<file path="src/rtl/fwd_scoreboard.sv">
// Forwarding scoreboard: tracks in-flight destination tags per producer stage, selects
// per-source forwarding, and inserts load-use bubbles. Optional FWD_SCOREBOARD_STATS_EN adds counters.
module fwd_scoreboard #(
    parameter int unsigned  REG_W    = 5,
    parameter int unsigned  DEPTH    = 3,
    parameter int unsigned  NUM_SRC  = 3,
    parameter int unsigned  ZERO_REG = 31,
    parameter int unsigned  LOAD_LAT = 1,
    localparam int unsigned SEL_W    = $clog2(DEPTH + 1)
) (
    input  logic                     clk,
    input  logic                     reset_n,
    input  logic                     issue_valid,
    input  logic [REG_W-1:0]         issue_rd,
    input  logic                     issue_regwrite,
    input  logic                     issue_memread,
    input  logic [NUM_SRC*REG_W-1:0] src_reg,
    input  logic [NUM_SRC-1:0]       src_used,
    input  logic                     hold_in,
    input  logic                     flush,
    output logic [NUM_SRC*SEL_W-1:0] fwd_sel,
    output logic                     stall_out
`ifdef FWD_SCOREBOARD_STATS_EN
    ,
    output logic [15:0]              stall_cnt,
    output logic [15:0]              fwd_cnt
`endif
);

    typedef struct packed {
        logic             valid;
        logic [REG_W-1:0] rd;
        logic             regwrite;
        logic             memread;
    } stage_t;

    stage_t             stage_q [DEPTH];
    stage_t             issue_ent;
    logic [NUM_SRC-1:0] slot_stall;
    logic               capture;

    // Scan oldest to youngest so the youngest matching producer wins.
    always_comb begin
        fwd_sel    = '0;
        slot_stall = '0;
        for (int s = 0; s < int'(NUM_SRC); s++) begin
            for (int i = int'(DEPTH) - 1; i >= 0; i--) begin
                if (stage_q[i].valid && stage_q[i].regwrite && src_used[s] &&
                    stage_q[i].rd == src_reg[s*REG_W +: REG_W] &&
                    src_reg[s*REG_W +: REG_W] != REG_W'(ZERO_REG)) begin
                    fwd_sel[s*SEL_W +: SEL_W] = SEL_W'(i + 1);
                    slot_stall[s]             = stage_q[i].memread && (i < int'(LOAD_LAT));
                end
            end
        end
    end

    assign stall_out = issue_valid && !flush && !hold_in && (|slot_stall);
    assign capture   = issue_valid && !stall_out && !flush;

    always_comb begin
        issue_ent = '0;
        if (capture) begin
            issue_ent.valid    = 1'b1;
            issue_ent.rd       = issue_rd;
            issue_ent.regwrite = issue_regwrite;
            issue_ent.memread  = issue_memread;
        end
    end

    // Hold freezes every stage; a flush during hold still squashes the youngest entry.
    always_ff @(posedge clk or negedge reset_n) begin
        if (!reset_n) begin
            for (int i = 0; i < int'(DEPTH); i++) begin
                stage_q[i] <= '0;
            end
        end else if (hold_in) begin
            if (flush) begin
                stage_q[0] <= '0;
            end
        end else begin
            for (int i = int'(DEPTH) - 1; i > 0; i--) begin
                stage_q[i] <= stage_q[i-1];
            end
            stage_q[0] <= issue_ent;
        end
    end

`ifdef FWD_SCOREBOARD_STATS_EN
    // Saturating event counters.
    always_ff @(posedge clk or negedge reset_n) begin
        if (!reset_n) begin
            stall_cnt <= '0;
            fwd_cnt   <= '0;
        end else begin
            if (stall_out && stall_cnt != 16'hFFFF) begin
                stall_cnt <= stall_cnt + 16'd1;
            end
            if (!hold_in && capture && (|fwd_sel) && fwd_cnt != 16'hFFFF) begin
                fwd_cnt <= fwd_cnt + 16'd1;
            end
        end
    end
`endif

endmodule

</file>
<file path="config.mk">
export PLATFORM = sky130hd
export DESIGN_NAME = fwd_scoreboard
export DESIGN_NICKNAME = d
export VERILOG_FILES = /design/src/rtl/fwd_scoreboard.sv
export SDC_FILE = /design/constraint.sdc
export NUM_CORES = 1
export LEC_CHECK = 0
export ABC_CLOCK_PERIOD_IN_PS = 2400
export CAP_MARGIN = 25
export CORE_MARGIN = 2
export CORE_UTILIZATION = 50
export DETAILED_ROUTE_END_ITERATION = 10
export GPL_ROUTABILITY_DRIVEN = 0
export PLACE_DENSITY = 0.91
export SLEW_MARGIN = 20
export SYNTH_ARGS = -nofsm -noshare
export SYNTH_HDL_FRONTEND = slang
export SYNTH_SLANG_ARGS = --single-unit
</file>
<file path="constraint.sdc">
create_clock -name clk -period 2.4 [get_ports clk]
set_input_delay 0.36 -clock clk [delete_from_list [all_inputs] [get_ports clk]]
set_output_delay 0.36 -clock clk [all_outputs]
set_load 0.05 [all_outputs]
</file>
[After elaboration in Yosys (flattened, before gate mapping)]
Index checks and enable logic that the tools add are counted.
Word-level totals
  register bits after elaboration: 22
  bits of input ports: 30
  output and inout port bits: 7
  logic and storage cells: 77
Operators by class
  equal/unequal tests: 13
  multiplexer cells: 15
  reductions and logical operators: 39
Operators by type and width (count)
  $eq 5x5->1: 9
  $logic_and 1x1->1: 35
  $mux 8: 3
  $mux 2: 9
  $ne 5x5->1 const B: 3
  $logic_not 1->1: 3
  $mux 1: 3
  $reduce_or 3->1: 1
  $ne 2x1->1 const B: 1

[Logic depth before layout (Yosys ltp)]
Gate-level depths: netlist of the first run.
  word-level depth: 12
  depth in mapped cells: 7
  depth with buffers taken out: 5

[Worst setup path before layout of the first run]
OpenSTA, ideal clock, no wires.
  kind: reg-to-output
  from: register stage_q[5] (netlist bit)
  to: output fwd_sel[4]
  data arrival time: 2271 ps
  data required time: 2040 ps
  setup slack: -231 ps
  stages on the path, launching flop included: 5
  path buffers: 0
  cell sequence: dfrtp_1 xnor2_1 nand4_1 or4_1 o21ai_0
Between the ends
  word-level cells in the longest chain between the ends: 6
RTL lines
  start, declared: line 37  | stage_t stage_q [DEPTH];
  start signal, assigned by index: line 83  | stage_q[i] <= stage_q[i-1];
  $eq 5x5->1: line 49  | stage_q[i].rd == src_reg[s*REG_W +: REG_W] &&
  $logic_and 1x1->1: line 48  | if (stage_q[i].valid && stage_q[i].regwrite && src_used[s] &&
  $logic_and 1x1->1: line 49
  $mux 2 (3 in series): line 48
  end, declared: line 21  | output logic [NUM_SRC*SEL_W-1:0] fwd_sel,
Every way passes these cells.

[Final worst setup path of the first run]
  from: register stage_q[20] (netlist bit)
  to: output stall_out
Between the ends
  word-level cells in the longest chain between the ends: 6
  elaborated cells on any way between the ends: 14
  classes of those cells: 3 x eq/ne; 3 x mux; 8 x reduce/logical
RTL lines
  $eq 5x5->1: line 49
  $logic_and 1x1->1: line 48
  $logic_and 1x1->1: line 49
  $mux 1: line 48
  $reduce_or 3->1 (*): line 58  | assign stall_out = issue_valid && !flush && !hold_in && (|slot_stall);
  $logic_and 1x1->1 (*): line 58
  end, declared: line 22  | output logic stall_out
Mark *: on every way between the ends. The rest lies on a longest branch, timed or not.

==> metrics, run 1 <==
endpoint of the worst-slack reg-to-reg timing path stage_q[23]; IO buf count 36; Post-DP HPWL 3240 µm; status finished, violations left; syn avg cell area 9.66 µm²; CP startpoint kind register; antenna cell count 0; Register Area 568 µm²; pin count of the biggest net entering global routing 30; most common cell after layout, fill and taps aside xnor2_1; biggest regs stage_q (22); Final min period 2.47 ns; RSZ-0062 raised after global routing true; first-pass GRT wire length 7040 µm; initial antenna violation count 0; Clock Skew 0.00697 ns; Yosys cell types 27; Slew @ Worst Pin 0.519 ns; P per Cell Area 416 nW/µm²; Top reg by flops stage_q; fin nets 251; DR WL/cell 19.3 µm; via density per instance 6.03; # rows 20; Area Overhead vs Synth 46.9%; setup ws final -0.0714 ns; fill count 176; clock-pin slew of the registers on the worst-case setup and hold paths 0.12 ns; number of synthesized register bits 22; die area 3670 µm²; most frequent cells in the layout 28 x xnor2_1, 22 x buf_4, 17 x nand2_1; clock sink total 22; Worst Path Arrival 2.11 ns; cell area after layout 2350 µm²; Rel. slew slack 65.4%; Critical R2R Launch stage_q[20]; GRT overflow 0; yosys warns 0; max reg flops 22; cells after synthesis 166; Initial Utilization 52.5%; Fin. Hold Viols 0; Achievable Freq 405 MHz; R2R setup slack 0.30 ns; die width 60.6 µm; crit-path max FO 5; Seq/Total Area, Yosys 34.3%; Detailed Route Iter0 Violations 99; area of the multi-input gates 1100 µm²; share of post-route cells with drive strength above 1 36.8%; CTS Buffer Depth 2; max_cap viols 0; Core Util, Final 77.1%; vias 1591; Cell Area, Synth 1600 µm²; CP Capture Type primary output; Final Slew Violations 0; vias in the first global route 1494; r2r worst-path depth 6; Syn Nets 196; DRC viols 0; Final ANT Viol Nets 0; core area 3050 µm²; CTS root buffer clkbuf_4; final setup fails 6; Max H-tree Level 1; CTS tree yes; global-route usage over all layers 26.3%; maximum VDD drop 0.000342 V; leak pwr 0.980 nW; Worst-Skew Late Latency 0.31 ns; die height 60.6 µm; CP required 2.04 ns; drt first pass iters 4; TritonCTS Buffers 3; violated checks setup timing; final WL 5100 µm; worst setup path category reg -> out; HP Class in -> async; crit share post-route 103%; DP Area 2140 µm²; IO Count 37
-- critical path, cell delays in order, from the launching register on --
cell	delay [ns]
dfrtp_2	0.51
xnor2_1	0.20
nand4_1	0.13
or4_4	0.56
a31oi_4	0.24
buf_12	0.16
-- final cells by class --
class                   instances  area share [%]
well taps                      44            2.34
inverters                       1           0.159
repair buffers                 58            25.0
flip-flops and latches         22            24.1
multi-input cells             135            46.9
clock buffers                   4            1.54
-- power breakdown --
part	switching (mW)	internal, mW	leakage, nW	total (mW)
registers	0.0612	0.409	0.272	0.471
logic	0.133	0.175	0.687	0.308
clock network	0.109	0.0927	0.0210	0.202
-- metal layers --
metal  wire length [µm]  GRT usage, %  part of all wire [%]
met5                  0             0                     0
met4                275          13.0                   5.4
met3                436          4.90                   8.5
met2               2380          44.2                    47
met1               2010          32.5                    39
-- per-stage QoR --
| step | hold WS [ns] | total power [mW] | worst slack (ns) | cells | setup TNS [ns] |
|---|---|---|---|---|---|
| 6_report | 0.374 | 0.980 | -0.0714 | 264 | -0.252 |
| 5_1_grt | 0.397 | 1.02 | -0.151 | 264 | -0.745 |
| 4_1_cts | 0.384 | 0.924 | -0.0182 | 255 | -0.0245 |
| 3_5_place_dp | 0.498 | 0.730 | -0.150 | 251 | -0.706 |
| 3_3_place_gp | 0.490 | 0.717 | -0.0993 | 251 | -0.486 |
| 2_1_floorplan | 0.0644 | 0.607 | 0.0939 | 166 | 0 |
-- kinds of logic (layout without fill, tap and decap cells) --
kind of cell,Yosys count,after routing,share of synthesized area (%)
flip-flops,22,22,34.3
AO/OA/AOI/OAI,22,22,9.13
buffers and inverters,9,63,3.59
multiplexers,14,14,9.84
AND/OR/NAND/NOR,54,54,18.5
XOR/XNOR,45,45,24.6
-- synth_stat cells --
cell type / count / share of area (%)
xnor2_1: 36 / 20
dfrtp_1: 22 / 34
nand2_1: 18 / 4.2
mux2_2: 14 / 9.8
nand4_1: 9 / 3.5
xor2_1: 9 / 4.9
nor2_1: 8 / 1.9
a21oi_1: 7 / 2.2
o2bb2ai_1: 7 / 3.8
or4_1: 5 / 2.3
clkbuf_1: 4 / 0.94
buf_6: 3 / 2.1
nand3_1: 3 / 0.94
o21ai_1: 3 / 0.94
or4_4: 3 / 2.1
a21boi_1: 2 / 0.94
nand2b_1: 2 / 0.78
nor4_1: 2 / 0.78
a211o_1: 1 / 0.55
a31oi_1: 1 / 0.39
and2_1: 1 / 0.39
and4_4: 1 / 0.70
buf_2: 1 / 0.31
inv_1: 1 / 0.23
nor2b_1: 1 / 0.39
nor3b_1: 1 / 0.47
o21ai_0: 1 / 0.31
-- what timing repair did --
item | CTS | global route
gates resized for setup | 19 | 27
hold endpoints to repair | 0 | 0
endpoints found under the setup margin | 7 | 7
hold buffers | 0 | 0
setup buffers | 0 | 9
pin swaps | 1 | 6
-- worst max-delay path by stage --
stage | start | endpoint | slack (ns) | cells after the start
CTS | stage_q[20] | stall_out | -0.02 | 5
detailed placement | src_reg[4] | stall_out | -0.15 | 6
global placement | src_reg[14] | fwd_sel[5] | -0.1 | 6
finish | stage_q[20] | stall_out | -0.07 | 5
global route | stage_q[3] | fwd_sel[1] | -0.15 | 7
floorplan | stage_q[12] | fwd_sel[5] | 0.09 | 4
Note: power is estimated with default switching activity, not from simulation.
==> run 2, diff against run 1 <==
Settings changed: CORE_ASPECT_RATIO set to 1.75.
==> run 2 against run 1 <==
Against the previous run: the flow still finishes with violations (setup timing); die area up 0.50%; critical endpoint unchanged; largest cell class unchanged; fmax is 2.4% higher; total power rose by 10%; non-clock buffer count shrank 8; cell count decreased by 3.4%; clock power up 67%; via count is 8.2% lower; setup slack better by 0.057 ns.
==> metrics, run 2 (synthesized netlist as in run 1, its figures left out) <==
CTS Buffer Depth 2 (unchanged); IO Count 37 (unchanged); Slew @ Worst Pin 0.499 ns (-0.0201 ns); GRT overflow 0 (unchanged); Final ANT Viol Nets 0 (unchanged); vias in the first global route 1482 (-0.80%); CP startpoint kind register; max_cap viols 0 (unchanged); Achievable Freq 414 MHz (+2.4%); Non-Filler Instances 255 (-3.4%); initial antenna violation count 0 (unchanged); most common cell after layout, fill and taps aside xnor2_1; global-route usage over all layers 25.5% (-0.80 points); Largest stage delay, worst path 0.50 ns (-0.06 ns); die area 3690 µm² (+0.50%); Final min period 2.41 ns (-0.0568 ns); fill count 228 (+30%); CTS tree yes; placed cell count 250 (-0.40%); via density per instance 5.73 (-5.0%); vias 1460 (-8.2%); fin nets 243 (-3.2%); routed wire length on met3 215 µm (-51%); CP Capture Type primary output; worst-path cell chain xnor2_1 -> nand4_1 -> or4_4 -> a31oi_4 -> buf_12; DRC viols 0 (unchanged); HP Class in -> async; Top reg by flops stage_q; first-pass GRT wire length 6810 µm (-3.2%); Final Slew Violations 0 (unchanged); Critical R2R Launch stage_q[20]; Bufs and invs on worst path 1 (unchanged); status finished, violations left; Post-DP HPWL 3330 µm (+2.8%); CP required 2.04 ns (about the same); Clock Skew 0.00811 ns (+0.00114 ns); M1 WL 1650 µm (-18%); Top Layer Used met4; Slowest cell on crit path or4_4; drt first pass iters 4 (unchanged); most frequent cells in the layout 33 x xnor2_1, 18 x nand2_1; core area 3110 µm² (+1.8%); antenna cell count 0 (unchanged); crit share post-route 101% (-2.4 points); Initial Utilization 51.6% (-0.93 points); crit-path max FO 5 (unchanged); met2 wire length 2550 µm (+7.1%); biggest regs stage_q (22); max reg flops 22 (unchanged); setup ws final -0.0146 ns (+0.0568 ns); # rows 27 (+35%); leak pwr 0.914 nW (-6.7%); Fin. Hold Viols 0 (unchanged); final setup fails 1 (-5); pin count of the biggest net entering global routing 30 (unchanged); final WL 4590 µm (-10%); IO buf count 36 (unchanged); TritonCTS Buffers 3 (unchanged); DR WL/cell 18.0 µm (-6.9%); total power 1.08 mW (+10%); Setup Slack @ Placement -0.164 ns (-0.0138 ns); Worst path depth 5 (unchanged); die height 78.9 µm (+30%); Worst Path Arrival 2.05 ns (-0.06 ns); P per Cell Area 476 nW/µm² (+14%); Worst-Skew Late Latency 0.26 ns (-0.05 ns); Setup crit start stage_q[21]; worst setup path category reg -> out; share of post-route cells with drive strength above 1 28.8% (-8.0 points); r2r worst-path depth 6 (unchanged); clock-pin slew of the registers on the worst-case setup and hold paths 0.08 ns (-0.04 ns); cts-stage hold buffer count 0 (unchanged); Detailed Route Iter0 Violations 37 (-63%); Area Overhead vs Synth 41.3%; die width 46.8 µm (-23%); RSZ-0062 raised after global routing true; Max H-tree Level 1 (unchanged); Rel. slew slack 66.7% (+1.3 points); maximum VDD drop 0.000487 V (+43%); crit-path leading delay family simple AND/OR/NAND/NOR gates; CTS root buffer clkbuf_8; violated checks setup timing; clock sink total 22 (unchanged)
run 2: power breakdown:
part / leakage, nW / switching, mW / internal, mW
clock: 0.0357 / 0.116 / 0.223
combinational: 0.599 / 0.115 / 0.152
sequential: 0.279 / 0.0640 / 0.408
run 2: metal layers:
layer	vias to the layer above	GRT usage (%)
li1	684	-
met3	17	5.23
met1	690	26.1
met5	-	0
met2	69	44.7
met4	0	14.4
run 2: layout make-up:
| cell class | count | area (µm²) | area share, % |
|---|---|---|---|
| inverters | 1 | 3.75 | 0.166 |
| repair buffers | 50 | 520 | 23.0 |
| clock inverters | 1 | 30.0 | 1.33 |
| clock buffers | 3 | 41.3 | 1.82 |
| multi-input cells | 135 | 1050 | 46.5 |
| well taps | 43 | 53.8 | 2.38 |
| flip-flops and latches | 22 | 562 | 24.8 |
run 2: repair_timing:
action	in CTS	in global routing
endpoints found under the setup margin	6	6
gates resized for setup	18	15
buffers inserted	0	1
pin swaps	3	3
run 2: final timing paths:
path	end	slack [ns]
setup / recovery	stall_out	-0.01
hold / removal	stage_q[14]	0.45
setup reg to reg	stage_q[23]	0.29
hold reg to reg	stage_q[1]	0.52
max in group asynchronous	stage_q[4]	1.71
min in group clk	stage_q[1]	0.52
run 2: worst register-to-register path, cell delays in order (launching register included):
cell and delay (ns):
dfrtp_1 0.47, xnor2_1 0.23, nand4_1 0.11, or4_4 0.54, buf_4 0.17, and4_4 0.21, a211o_1 0.28
run 2: metrics by stage:
step | instance area, µm² | hold WS, ns | TNS (ns) | util (%)
final | 2260 | 0.446 | -0.0146 | 72.9
after global routing | 2260 | 0.474 | -0.273 | 72.9
after CTS | 2210 | 0.450 | 0 | 71.1
after detailed placement | 2140 | 0.515 | -0.765 | 68.8
after global placement | 2140 | 0.489 | -0.589 | 68.8
after floorplan | 1610 | 0.0644 | 0 | -
